--- config.mk ---
export PLATFORM = sky130hd
export DESIGN_NAME = int_key_arb
export DESIGN_NICKNAME = d
export VERILOG_FILES = /design/src/rtl/int_key_pkg.sv /design/src/rtl/int_key_chan.sv /design/src/rtl/int_key_arb.sv
export SDC_FILE = /design/constraint.sdc
export NUM_CORES = 1
export LEC_CHECK = 0
export CORE_MARGIN = 3
export CORE_UTILIZATION = 50
export CTS_CLUSTER_SIZE = 40
export DETAILED_ROUTE_END_ITERATION = 16
export PLACE_DENSITY = 0.78
export RECOVER_POWER = 50
export SYNTH_ARGS = -nofsm -noshare
export SYNTH_HDL_FRONTEND = slang
export SYNTH_SLANG_ARGS = --single-unit
--- constraint.sdc ---
create_clock -name clk -period 1.7 [get_ports clk]
set_input_delay 0.255 -clock clk [delete_from_list [all_inputs] [get_ports clk]]
set_output_delay 0.255 -clock clk [all_outputs]
set_load 0.005 [all_outputs]
--- src/rtl/int_key_pkg.sv ---
// Shared types and constants for the key-press interrupt arbiter.
package int_key_pkg;

    localparam int unsigned PULSE_LEN_DEFAULT = 6;
    localparam int unsigned CNT_W             = 8;

    typedef enum logic {
        CH_IDLE = 1'b0,
        CH_HELD = 1'b1
    } ch_state_e;

    typedef enum logic [1:0] {
        ARB_IDLE  = 2'd0,
        ARB_PULSE = 2'd1,
        ARB_GAP   = 2'd2
    } arb_state_e;

endpackage

--- src/rtl/int_key_chan.sv ---
// One key channel: edge-detecting press FSM plus the latched pending request bit.
module int_key_chan
    import int_key_pkg::*;
(
    input  logic clk,
    input  logic rst_n,
    input  logic press,
    input  logic en,
    input  logic clr,
    output logic pending
);

    ch_state_e state_q;
    ch_state_e state_d;
    logic      pending_d;

    always_ff @(posedge clk) begin
        if (!rst_n) begin
            state_q <= CH_IDLE;
            pending <= 1'b0;
        end else begin
            state_q <= state_d;
            pending <= pending_d;
        end
    end

    // A new press sets pending after the arbiter clear, so set wins a same-edge collision.
    always_comb begin
        state_d   = state_q;
        pending_d = pending & ~clr;
        case (state_q)
            CH_IDLE: begin
                if (press) begin
                    state_d   = CH_HELD;
                    pending_d = 1'b1;
                end
            end
            CH_HELD: begin
                if (!press) begin
                    state_d = CH_IDLE;
                end
            end
            default: state_d = CH_IDLE;
        endcase
        if (!en) begin
            pending_d = 1'b0;
        end
    end

endmodule

--- src/rtl/int_key_arb.sv ---
// Key interrupt arbiter: serves pending channels lowest-index first, one fixed-length
// interrupt pulse per request, with a single low cycle between pulses.
module int_key_arb
    import int_key_pkg::*;
#(
    parameter int unsigned NUM_CH    = 4,
    parameter int unsigned PULSE_LEN = PULSE_LEN_DEFAULT,
    parameter int unsigned IDW       = (NUM_CH > 1) ? $clog2(NUM_CH) : 1
) (
    input  logic              clk,
    input  logic              rst_n,
    input  logic [NUM_CH-1:0] press,
    input  logic [NUM_CH-1:0] int_en,
    output logic              interrupt,
    output logic [IDW-1:0]    int_id,
    output logic [NUM_CH-1:0] pending
);

    arb_state_e        state_q;
    arb_state_e        state_d;
    logic [CNT_W-1:0]  cnt_q;
    logic [CNT_W-1:0]  cnt_d;
    logic [IDW-1:0]    id_d;
    logic [IDW-1:0]    sel;
    logic [NUM_CH-1:0] clr;

    for (genvar g = 0; g < NUM_CH; g++) begin : g_chan
        int_key_chan u_chan (
            .clk     (clk),
            .rst_n   (rst_n),
            .press   (press[g]),
            .en      (int_en[g]),
            .clr     (clr[g]),
            .pending (pending[g])
        );
    end

    // Lowest set pending index.
    always_comb begin
        sel = '0;
        for (int i = int'(NUM_CH) - 1; i >= 0; i--) begin
            if (pending[i]) begin
                sel = IDW'(i);
            end
        end
    end

    always_ff @(posedge clk) begin
        if (!rst_n) begin
            state_q   <= ARB_IDLE;
            cnt_q     <= '0;
            int_id    <= '0;
            interrupt <= 1'b0;
        end else begin
            state_q   <= state_d;
            cnt_q     <= cnt_d;
            int_id    <= id_d;
            interrupt <= (state_d == ARB_PULSE);
        end
    end

    // The gap cycle may dispatch the next request itself, so back-to-back pulses
    // are separated by exactly one low cycle.
    always_comb begin
        state_d = state_q;
        cnt_d   = cnt_q;
        id_d    = int_id;
        clr     = '0;
        case (state_q)
            ARB_IDLE, ARB_GAP: begin
                state_d = ARB_IDLE;
                if (|pending) begin
                    state_d = ARB_PULSE;
                    cnt_d   = CNT_W'(PULSE_LEN);
                    id_d    = sel;
                    clr     = NUM_CH'(1) << sel;
                end
            end
            ARB_PULSE: begin
                cnt_d = cnt_q - CNT_W'(1);
                if (cnt_q == CNT_W'(1)) begin
                    state_d = ARB_GAP;
                end
            end
            default: state_d = ARB_IDLE;
        endcase
    end

endmodule
Word level (Yosys, flattened, before mapping) --
Cells that the tools add are included.
Storage, ports and cells: register bits 21, word-level logic and storage cells 60
Operators by class: shifts and indexed selects 1, bitwise operators 8, mux-type cells 23, equal/unequal tests 5, reductions and logical operators 10, add/sub/neg operators 1
Operators by type and width (count):
- 8-bit one-hot mux with 2 select lines | 1
- 1-bit two-way mux | 13
- 2-bit AND reduction | 6
- 2-bit two-way mux | 5
- 8-bit by 1-bit equality test with 1-bit output, second input constant | 1
- 4-bit two-way mux | 2
- 8-bit two-way mux | 1
- 8-bit by 1-bit subtractor with 8-bit output, second input constant | 1
- 1-bit AND | 4
- 2-bit by 1-bit equality test with 1-bit output, second input constant | 2
- 1-bit NOT | 4
- 2-bit one-hot mux with 2 select lines | 1
- 4-bit OR reduction | 1
- 1-bit by 2-bit left shift with 4-bit output, first input constant | 1
- 2-bit equality test, second input constant | 1
- 2-bit zero test | 1
- 2-bit inequality test, second input constant | 1
- 2-bit nonzero test | 1
- 2-bit OR reduction | 1

Logic depth before layout (Yosys ltp) --
depth in word-level cells 11, depth in mapped cells 5

Hierarchy --
From an unflattened synthesis, not the netlist that was laid out.
Second synthesis, totals: cells, all modules 100, area total of the unflattened synthesis 958.4 sq um
Modules (own cells, without submodules):
- int_key_arb | instances 1, area each 643.1 sq um, cells an instance 72, sequential area each 260.2 sq um
- int_key_chan | instances 4, area each 78.8 sq um, cells an instance 7, sequential area each 40.0 sq um

Least setup slack after synthesis --
No wires, ideal clock.
path kind reg-to-reg, from register cnt_q[3], to register cnt_q[7], setup slack 0.380 ns, period minus slack after synthesis 1.320 ns, setup time 0.072 ns, buffers on the path 0, cell stages (with the launch flop) 4, arrival time 1.249 ns, cells stage by stage dfxtp_1 or4_1 nor3_2 mux2i_1
Between the ends: longest elaborated chain between the ends 2
Ends and longest elaborated chain:
- start, declared | line int_key_arb.sv:21 | logic [CNT_W-1:0] cnt_q;
- start signal, assigned | line int_key_arb.sv:56 | cnt_q <= cnt_d;
- 8-bit by 1-bit subtractor with 8-bit output | line int_key_arb.sv:80 | cnt_d = cnt_q - CNT_W'(1);
- 8-bit one-hot mux with 2 select lines | line int_key_arb.sv:69 | case (state_q)
Every way passes these cells. A chain may end at the register's enable or synchronous reset.

Final worst setup path --
from register g_chan[2].u_chan.pending, to output port pending[2]
RTL lines:
- start, declared | line int_key_chan.sv:10 | output logic pending
- start signal, assigned | line int_key_chan.sv:23 | pending <= pending_d;
- end, declared | line int_key_arb.sv:16 | output logic [NUM_CH-1:0] pending
No word-level cell between the ends.

==> results.py <==
metrics = {
    "synthesis": {
        "yosysMostFrequentCell": "dfxtp_1",
        "synth_top_cell_by_area": "dfxtp_1",
        "synth_area_leaders": "dfxtp_1 (45%), a21oi_1 (6.9%), or3_1 (4.0%), nand2b_1 (3.3%), buf_4 (3.2%)",
        "synth_cell_types": 29,
        "async_flop_share_pct": 0,
        "yosys.area_share.simple_pct": 24.0,
        "yosys.area.top_type_share_pct": 44.8,
        "synthTopCellsByCount": "dfxtp_1 (21), a21oi_1 (13), nand2_1 (6), or3_1 (6)",
        "yosysWarnings": 0,
        "synthCells": 103,
        "synth_fp_nets": 115,
        "synthMuxAreaShare_pct": 1.07,
        "synth-xor-area-share_pct": 0,
        "synth_compound_area_share_pct": 20.5,
        "synth_area_um2": 938,
        "synth_edf_count": 0,
        "synth_fa_ha_area_share_pct": 2.67,
        "synth_ff_type": "dfxtp_1",
        "ys_ff_latch": 21,
        "synth_top_family_by_area": "simple AND/OR/NAND/NOR gates",
        "syn_area_per_cell_um2": 9.11,
        "yosysSeqAreaShare_pct": 44.8,
    },
    "cells_and_area": {
        "area_growth_syn_to_layout_pct": 19.2,
        "final_nets": 130,
        "regArea_um2": 420,
        "layout-drive-gt1-share_pct": 7.69,
        "fill_cells": 152,
        "antenna_cells": 0,
        "stdcell_area_mm2": 0.00112,
        "multiInputGateArea_um2": 453,
        "fin_cells": 142,
        "post-route-util_pct": 64.1,
    },
    "route": {
        "wl_per_cell_um": 13.7,
        "route.vias.total": 808,
        "drt_iter0_drc": 23,
        "detail-route-antenna-nets": 0,
        "drc": 0,
        "viasPerCell": 5.69,
        "first_pass_iters": 4,
        "wl_um": 1950,
    },
    "clocking": {
        "clk_latency_ns": 0.31,
        "postCtsHoldBufs": 0,
        "clock-sinks": 21,
        "cts_made_buffers": 3,
        "cts_tree": "done",
        "ctsResizeCount": 0,
        "cts_setup_buffers": 0,
        "cts.htree.levels": 1,
        "cts.path.max_buffers": 2,
        "cts_root_buf": "clkbuf_4",
        "cts.reportedPaths.clkPinSlew_ns": 0.11,
    },
    "min_path": {
        "hold_class": "input port to flop",
    },
    "critical_path": {
        "cp_slowest_stage_delay_ns": 0.55,
        "crit_chain": "clkdlybuf4s50_1",
        "crit_slowest_cell": "clkdlybuf4s50_1",
        "cp_num_buf_inv": 1,
        "path_delay_family": "buffers and inverters",
        "path_class": "flop to primary output",
        "cp-end-kind": "primary output",
        "start_kind": "flop",
        "crit_arrival_ns": 1.33,
        "crit_fanout": 6,
        "cp.required_ns": 1.44,
    },
    "sta": {
        "worstMarginPinSlew_ns": 0.513,
        "max_slew_margin_pct": 65.5,
        "fmax_mhz": 630,
        "rsz0062_at_grt": "no",
        "setup_viol": 0,
        "finalCriticalPeriod_ns": 1.59,
        "fin_skew_ns": 0.0113,
        "min_period_over_period_pct": 93.3,
        "report.final.hold_viol_count": 0,
        "tns_ns": 0,
        "slew_violations": 0,
    },
    "flow_run": {
        "drv_cap": 0,
    },
    "placed_design": {
        "port_buffers": 16,
        "dp_cells": 138,
        "dp_hpwl_um": 1360,
        "post_dp_cell_area_mm2": 0.00110,
        "gp_congestion": 0.778,
    },
    "global_routing": {
        "grtUsageTotal_pct": 17.7,
        "grt_pass1_wl_um": 3270,
        "overflow": 0,
        "grt_max_degree": 17,
        "grt_pass1_vias": 758,
        "antenna_found_initial": 0,
    },
    "floorplanning": {
        "fp.dieW_um": 49.3,
        "rows": 15,
        "pin_count": 17,
        "chipHeight_um": 49.3,
        "start_util_pct": 53.8,
        "core_mm2": 0.00175,
        "dieArea_mm2": 0.00243,
    },
    "status": {
        "outcome": "finished, final reports clean",
    },
    "power_and_ir_drop": {
        "ir_worst_vdd_mv": 0.506,
        "intPower_mw": 0.743,
        "power-per-cell-area_mw_per_mm2": 945,
        "swShare_pct": 29.8,
        "p_sw_mw": 0.314,
        "clkPwrFrac_pct": 23.4,
        "p_comb_share_pct": 22.5,
        "seq_power_share_pct": 54.1,
        "power.total_mw": 1.06,
        "cellLeakagePower_nw": 0.425,
    },
}
==> cell families after synthesis <==
group,count (synthesis)
AOI/OAI and AO/OA,31
adders and majority gates,2
buffers and inverters,13
DFF,21
muxes,1
and+or+nand+nor,35
==> power by group through the flow <==
stage | Clock (mW) | Sequential, mW | Combinational, mW
final | 0.247 | 0.572 | 0.238
after global routing | 0.270 | 0.577 | 0.262
after CTS | 0.254 | 0.571 | 0.241
after detailed placement | 0 | 0.582 | 0.237
after global placement | 0 | 0.579 | 0.230
after floorplan | 0 | 0.575 | 0.160
==> per-layer routing <==
metal | vias up | part of all wire [%] | GRT usage [%]
met2 | 29 | 46 | 25.9
met4 | 0 | 2.2 | 9.95
met1 | 379 | 46 | 23.3
li1 | 394 | - | -
met3 | 6 | 6.1 | 4.89
met5 | - | 0 | 0
==> layout by cell type, fill, tap and decap left out, types with 3 or more instances in the layout <==
master           synthesis  layout
a21oi_1                 13      13
clkbuf_4                 0       3
clkdlybuf4s50_1          0      15
dfxtp_1                 21      21
inv_1                    5       5
nand2_1                  6       6
nand2b_1                 5       5
nor2_1                   3       3
o211ai_1                 4       4
o21ai_0                  4       4
o221ai_1                 3       3
or3_1                    6       6
==> worst register-to-register path, stage by stage, from the launching register on <==
cell	delay, ns
dfxtp_1	0.37
or4_1	0.60
nor3_2	0.23
mux2i_1	0.23
==> flip-flops by register name, summed over array words and instances, names as in the netlist <==
| register | count |
|---|---|
| int_id | 2 |
| state_q | 2 |
| g_chan.u_chan.pending | 4 |
| g_chan.u_chan.state_q | 4 |
| cnt_q | 8 |
| interrupt | 1 |
==> worst paths after layout <==
kind	from	to	slack [ns]	cells after the start
setup / recovery	g_chan[2].u_chan.pending	pending[2]	0.11	1
hold / removal	int_en[3]	g_chan[3].u_chan.pending	0.47	3
setup reg to reg	cnt_q[3]	cnt_q[7]	0.21	3
hold reg to reg	int_id[1]	int_id[1]	0.48	2
==> layout make-up <==
class                   instances  area share, %
repair buffers                 18           15.1
inverters                       5           1.68
clock buffers                   4           2.35
flip-flops and latches         21           37.6
well taps                      25           2.80
multi-input cells              69           40.5
==> stage by stage <==
| step | worst slack (ns) | hold WS, ns |
|---|---|---|
| after global placement | 0.331 | 0.456 |
| after detailed placement | 0.239 | 0.467 |
| after CTS | 0.0875 | 0.456 |
| after floorplan | 0.380 | 0.371 |
| final | 0.113 | 0.473 |
| after global routing | 0.0454 | 0.470 |
(Power assumes the default switching activity.)
